$ cat config.mk
export PLATFORM = sky130hd
export DESIGN_NAME = keypad_loader
export DESIGN_NICKNAME = d
export VERILOG_FILES = /design/src/rtl/keypad_loader.sv
export SDC_FILE = /design/constraint.sdc
export NUM_CORES = 1
export LEC_CHECK = 0
export BUFFER_PORTS_ARGS = -buffer_cell sky130_fd_sc_hd__buf_2
export CORE_UTILIZATION = 57
export CTS_CLUSTER_SIZE = 16
export DETAILED_ROUTE_END_ITERATION = 7
export PLACE_DENSITY = 0.89
export SYNTH_ARGS = -nofsm -noshare
export SYNTH_HDL_FRONTEND = slang
export SYNTH_SLANG_ARGS = --single-unit
$ cat constraint.sdc
create_clock -name clk -period 6.7 [get_ports clk]
set_clock_uncertainty 0.1 [all_clocks]
set_input_delay 1.005 -clock clk [delete_from_list [all_inputs] [get_ports clk]]
set_output_delay 1.005 -clock clk [all_outputs]
set_load 0.05 [all_outputs]
$ cat src/rtl/keypad_loader.sv
// Keypad front end for the countdown timer: synchronises and debounces a one-hot keypad,
// shifts accepted BCD digits into the timer and sequences start / cancel / completion.
module keypad_loader #(
  parameter int DEBOUNCE   = 4,
  parameter int MAX_DIGITS = 3
) (
  input  logic       clk,
  input  logic       clr,
  input  logic [9:0] keys,
  input  logic       start,
  input  logic       cancel,
  input  logic       zero,
  output logic [3:0] CNT_out,
  output logic       loadn,
  output logic       en,
  output logic       timer_clrn,
  output logic [1:0] ndigits,
  output logic       done
);

  typedef enum logic [1:0] {
    S_IDLE,
    S_ENTRY,
    S_RUN,
    S_DONE
  } state_e;

  localparam logic [7:0] DEB_LEN  = 8'(DEBOUNCE);
  localparam logic [1:0] MAX_ND   = 2'(MAX_DIGITS);

  // Input path registers
  logic [9:0] keys_s1_q, keys_s2_q, samp_last_q, deb_q, deb_prev_q, deb_d;
  logic [7:0] db_cnt_q, db_cnt_d;
  logic       start_s1_q, start_s2_q, start_s3_q;
  logic       cancel_s1_q, cancel_s2_q, cancel_s3_q;

  // Control registers
  state_e     state_q, state_d;
  logic [3:0] cnt_out_q, cnt_out_d;
  logic       loadn_q, loadn_d;
  logic       timer_clrn_q, timer_clrn_d;
  logic [1:0] ndigits_q, ndigits_d;
  logic       nonzero_q, nonzero_d;
  logic       first_run_q, first_run_d;

  logic       press, start_rise, cancel_rise;
  logic [3:0] digit;

  // Equal-sample counter restarts at 1 on any change and saturates so it never wraps.
  always_comb begin
    if (keys_s2_q != samp_last_q) db_cnt_d = 8'd1;
    else if (db_cnt_q != 8'hFF)   db_cnt_d = db_cnt_q + 8'd1;
    else                          db_cnt_d = db_cnt_q;
    deb_d = (db_cnt_d >= DEB_LEN) ? keys_s2_q : deb_q;
  end

  // NOTE: always_comb blocks assign every output a default first so no path can infer a latch.
  always_comb begin
    digit = 4'd0;
    for (int i = 0; i < 10; i++) begin
      if (deb_q[i]) digit = 4'(i);
    end
  end

  assign press = (deb_q != 10'd0) && ((deb_q & (deb_q - 10'd1)) == 10'd0) &&
                 (deb_prev_q == 10'd0);
  assign start_rise  = start_s2_q & ~start_s3_q;
  assign cancel_rise = cancel_s2_q & ~cancel_s3_q;

  always_comb begin
    state_d      = state_q;
    cnt_out_d    = cnt_out_q;
    loadn_d      = 1'b1;
    timer_clrn_d = 1'b1;
    ndigits_d    = ndigits_q;
    nonzero_d    = nonzero_q;
    first_run_d  = 1'b0;

    if (cancel_rise) begin
      state_d      = S_IDLE;
      timer_clrn_d = 1'b0;
      cnt_out_d    = 4'd0;
      ndigits_d    = 2'd0;
      nonzero_d    = 1'b0;
    end else begin
      unique case (state_q)
        S_IDLE, S_ENTRY: begin
          if (state_q == S_ENTRY && start_rise && nonzero_q) begin
            state_d     = S_RUN;
            first_run_d = 1'b1;
          end else if (press && (state_q == S_IDLE || ndigits_q < MAX_ND)) begin
            state_d   = S_ENTRY;
            cnt_out_d = digit;
            loadn_d   = 1'b0;
            ndigits_d = ndigits_q + 2'd1;
            nonzero_d = nonzero_q | (digit != 4'd0);
          end
        end
        S_RUN: begin
          // The timer's zero flag may still be stale from the previous run on entry.
          if (zero && !first_run_q) state_d = S_DONE;
        end
        S_DONE: begin
          if (press) begin
            state_d   = S_IDLE;
            ndigits_d = 2'd0;
            nonzero_d = 1'b0;
          end
        end
        default: state_d = S_IDLE;
      endcase
    end
  end

  // NOTE: the reset is synchronous, so clr is only examined inside the clocked block.
  always_ff @(posedge clk) begin
    if (clr) begin
      keys_s1_q    <= '0;
      keys_s2_q    <= '0;
      samp_last_q  <= '0;
      db_cnt_q     <= '0;
      deb_q        <= '0;
      deb_prev_q   <= '0;
      start_s1_q   <= 1'b0;
      start_s2_q   <= 1'b0;
      start_s3_q   <= 1'b0;
      cancel_s1_q  <= 1'b0;
      cancel_s2_q  <= 1'b0;
      cancel_s3_q  <= 1'b0;
      state_q      <= S_IDLE;
      cnt_out_q    <= 4'd0;
      loadn_q      <= 1'b1;
      timer_clrn_q <= 1'b1;
      ndigits_q    <= 2'd0;
      nonzero_q    <= 1'b0;
      first_run_q  <= 1'b0;
    end else begin
      // NOTE: non-blocking assignments let every register sample pre-edge values.
      keys_s1_q    <= keys;
      keys_s2_q    <= keys_s1_q;
      samp_last_q  <= keys_s2_q;
      db_cnt_q     <= db_cnt_d;
      deb_q        <= deb_d;
      deb_prev_q   <= deb_q;
      start_s1_q   <= start;
      start_s2_q   <= start_s1_q;
      start_s3_q   <= start_s2_q;
      cancel_s1_q  <= cancel;
      cancel_s2_q  <= cancel_s1_q;
      cancel_s3_q  <= cancel_s2_q;
      state_q      <= state_d;
      cnt_out_q    <= cnt_out_d;
      loadn_q      <= loadn_d;
      timer_clrn_q <= timer_clrn_d;
      ndigits_q    <= ndigits_d;
      nonzero_q    <= nonzero_d;
      first_run_q  <= first_run_d;
    end
  end

  assign CNT_out    = cnt_out_q;
  assign loadn      = loadn_q;
  assign timer_clrn = timer_clrn_q;
  assign ndigits    = ndigits_q;
  assign en         = (state_q == S_RUN);
  assign done       = (state_q == S_DONE);

endmodule

-- Word level (Yosys, flattened, before mapping)
Index checks and enable logic that the tools add are counted.
- add/subtract/negate cells: 3
- magnitude comparators: 2
- eq/ne operators: 10
- muxes and demuxes: 26
- bitwise logic cells: 8
- reduce and logical (&&, ||, !) cells: 21
- operators with widths (cell ; number):
    two-way mux 4 bit ; 8
    zero test 10 bit ; 2
    two-way mux 8 bit ; 2
    two-way mux 2 bit ; 6
    bitwise AND 10 bit ; 1
    != test 10 bit ; 1
    nonzero test 10 bit ; 1
    subtractor 10 x 1 -> 10 bit, second input constant ; 1
    adder 8 x 1 -> 8 bit, second input constant ; 1
    >= comparator 8 x 3 -> 1 bit, second input constant ; 1
    != test 8 bit, second input constant ; 1
    two-way mux 1 bit ; 7
    logical AND 1 bit ; 6
    one-hot mux 2 bit (3 select lines) ; 1
    AND reduction 3 bit ; 2
    == test 2 bit, second input constant ; 2
    != test 2 x 1 -> 1 bit, second input constant ; 2
    != test 2 bit, second input constant ; 2
    NOT 1 bit ; 4
    one-hot mux 2 bit (2 select lines) ; 1
    AND reduction 4 bit ; 1
    nonzero test 4 bit ; 1
    OR reduction 2 bit ; 2
    OR reduction 4 bit ; 1
    12 further kinds ; 13
- bits in registers: 76
- input bits: 15
- output and inout port bits: 10

-- Logic depth before layout (Yosys ltp)
- word-level depth: 14
- mapped depth: 8

-- Worst setup path before layout
No wires, ideal clock.
- kind: flip-flop to flip-flop
- start: reg deb_q[0]
- end: reg cnt_out_q[1] (netlist: CNT_out[1])
- setup time: 0.070 ns
- arrival: 2.438 ns
- required time: 6.530 ns
- slack: 4.093 ns
- stages on the path, launching flop included: 7
- clock period less this slack: 2.607 ns
- path through: dfxtp_1 or4_4 mux2_1 or4_4 buf_6 or4_1 a21oi_1
- cells in the longest elaborated chain, start to end: 7
- elaborated cells between the ends (all ways): 8
- ends and longest elaborated chain (item ; line ; RTL):
    start: declaration ; 32 ; logic [9:0] keys_s1_q, keys_s2_q, samp_last_q, deb_q, deb_prev_q, deb_d;
    start signal: assignment ; 122 ; deb_q <= '0;
    start signal: assignment ; 143 ; deb_q <= deb_d;
    subtractor 10 x 1 -> 10 bit ; 65 ; assign press = (deb_q != 10'd0) && ((deb_q & (deb_q - 10'd1)) == 10'd0) &&
    bitwise AND 10 bit ; 65 ;
    zero test 10 bit ; 65 ;
    logical AND 1 bit (*) (2 in a row) ; 65 ;
    logical AND 1 bit (*) ; 91 ; end else if (press && (state_q == S_IDLE || ndigits_q < MAX_ND)) begin
    AND reduction 3 bit (no line) (*) ; -- ;
    end signal: assignment ; 152 ; cnt_out_q <= cnt_out_d;
    end: declaration ; 39 ; logic [3:0] cnt_out_q, cnt_out_d;
Mark *: on every way between the ends. The rest lies on a longest branch, timed or not.
A chain may end at the register's enable or synchronous reset.

-- Worst setup path after layout
Same ends and word-level chain as after synthesis.

==> flow_metrics.tcl <==
set metrics [dict create \
    p_leak_nw 1.27 \
    vias_per_cell 5.37 \
    end_kind "flop" \
    netlist_instances 265 \
    final_cell_mix "dfxtp_1, nor2b_1, buf_2" \
    post-dp-hpwl_um 3260 \
    worst-path-max-fanout 6 \
    final_common_cell "dfxtp_1" \
    ir_drop_uv 256 \
    num_vias 1874 \
    post_cts_buffers 0 \
    yosysWarningCount 0 \
    synthFlopType "dfxtp_1" \
    period_share_pct 40.0 \
    grt_overflow 0 \
    grt_pass1_wl_um 7860 \
    antennaDiodeCount 0 \
    core-area_um2 4470 \
    fin_area_um2 3080 \
    synth_edf_count 0 \
    drt-pass1-iter-count 6 \
    final_cells 349 \
    crit_arrival_ns 2.86 \
    cap_viol_max_count 0 \
    clkSlewWorstSetupHoldPaths_ns 0.08 \
    grt.total_usage_pct 20.6 \
    cts_resized 0 \
    initial_core_util_pct 60.7 \
    finalWeightedCongestion 0.873 \
    final_core_util_pct 68.8 \
    ys_top_cells_by_area "dfxtp_1, nor2b_1, mux2_2" \
    cts_sinks 76 \
    fmax_ghz 0.373 \
    hold_violations 0 \
    required_ns 6.88 \
    cts_buffers 9 \
    antenna_found_initial 0 \
    wl_per_cell_um 13.4 \
    setup_viol 0 \
    die_h_um 71 \
    ys_ff_latch 76 \
    num_rows 24 \
    wirelength_um 4690 \
    synth_nets 282 \
    grt_pass1_vias 1782 \
    rsz0062_at_grt "no" \
    place_inst 333 \
    final_max_slew_viol_count 0 \
    synthesis.area_um2 2710 \
    drt_iter0_drc 196 \
    cts_buffer_depth 2 \
    cts-root-buf "clkbuf_8" \
    critical_path_class "reg2reg" \
    yosysTopAreaCellShare_pct 56.1 \
    yosysTopAreaCell "dfxtp_1" \
    h-tree-depth 3 \
    power_density_nw_per_um2 282 \
    start_kind "flop" \
    dieArea_um2 5040 \
    insertion_delay_ns 0.35 \
    min_period_ns 2.68 \
    status "complete, no violations" \
    drive_gt1_share_pct 18.2 \
    drc_errors 0 \
    dpl-instance-area_um2 2860 \
    min_path_type "reg2reg" \
    nNetsFinal 309 \
    async_flop_share_pct 0 \
    die_w_um 71 \
    grt_max_degree 51 \
    cts_tree "built" \
    yosysUniqueCellTypes 40 \
    worst_pin_slew_ns 0.806 \
    cts_hold_buf 0 \
    slew-limit-headroom_pct 46.3 \
    areaGrowthSynthToFinish_pct 13.4 \
    io_buffer_count 24 \
    synth.avg_cell_area_um2 10.2 \
    seq_area_frac_synth_pct 56.1 \
    setup-tns-final_ns 0 \
    io_pins 25 \
    ant_nets 0 \
]
[worst max-delay path, stage by stage, from the launching register on]
cell,delay (ns)
dfxtp_1,0.34
or4_4,0.57
o31ai_2,0.24
a21oi_1,0.11
or4_4,0.58
or4_1,0.51
a21oi_1,0.15
[layer usage]
metal / global-route usage [%] / share of wire (%)
met1: 24.7 / 44
met2: 33.0 / 49
met3: 5.70 / 5.0
met4: 12.9 / 1.6
met5: 0 / 0
[cells by family (layout without fill, tap and decap cells)]
group                    after synthesis  after routing  share of synthesized area [%]
AND/OR/NAND/NOR                      115            115                           23.7
multiplexers                          15             15                           6.04
AO/OA/AOI/OAI                         30             30                           7.05
adder cells (fa/ha/maj)                3              3                           1.29
flip-flops                            76             76                           56.1
XOR/XNOR                              11             11                           3.55
buffers and inverters                 15             47                           2.35
[synthesized netlist by cell type, drive strengths merged (3+ instances only)]
master	instances
dfxtp	76
nor2b	48
nor2	18
nand2	14
a21oi	11
mux2	11
xnor2	9
nor3	8
clkbuf	7
inv	7
o21ai	6
or3	5
mux2i	4
nand3	4
nand4	4
a211oi	3
nor4	3
or4	3
[power breakdown]
part / switching, W / internal (W)
sequential: 0.00000421 / 0.000461
combinational: 0.0000153 / 0.0000134
clock: 0.000163 / 0.000210
[layout make-up]
cell class | instances | area [um^2]
clock inverters | 6 | 88.8
multi-input cells | 174 | 1130
inverters | 7 | 26.3
clock buffers | 10 | 128
fillers | 329 | 1400
repair buffers | 24 | 120
flip-flops and latches | 76 | 1520
well taps | 52 | 65.1
[registers in the layout, summed over array words and instances, names as in the netlist, 2 cells and up]
| name | cells |
|---|---|
| state_q | 2 |
| deb_q | 10 |
| CNT_out | 4 |
| db_cnt_q | 8 |
| keys_s2_q | 10 |
| keys_s1_q | 10 |
| deb_prev_q | 10 |
| samp_last_q | 10 |
| ndigits | 2 |
[path summary, 6_finish.rpt]
kind                           start                       to  slack, ns  cells past startpoint
max            deb_q[0]$_SDFFE_PP0P_  CNT_out[1]$_SDFFE_PP0P_       4.02                      6
min          keys_s1_q[7]$_SDFF_PP0_  keys_s2_q[7]$_SDFF_PP0_       0.34                      1
max reg2reg    deb_q[0]$_SDFFE_PP0P_  CNT_out[1]$_SDFFE_PP0P_       4.02                      6
min reg2reg  keys_s1_q[7]$_SDFF_PP0_  keys_s2_q[7]$_SDFF_PP0_       0.34                      1
[stage by stage]
stage,hold WS [ns],setup slack (ns),power [W]
finish,0.336,4.02,0.000867
detailed placement,0.323,4.05,0.000505
CTS,0.341,4.03,0.000873
global route,0.351,3.93,0.000900
global placement,0.314,4.14,0.000503
floorplan,0.303,4.09,0.000496
Power figures use the tool's default switching activity.
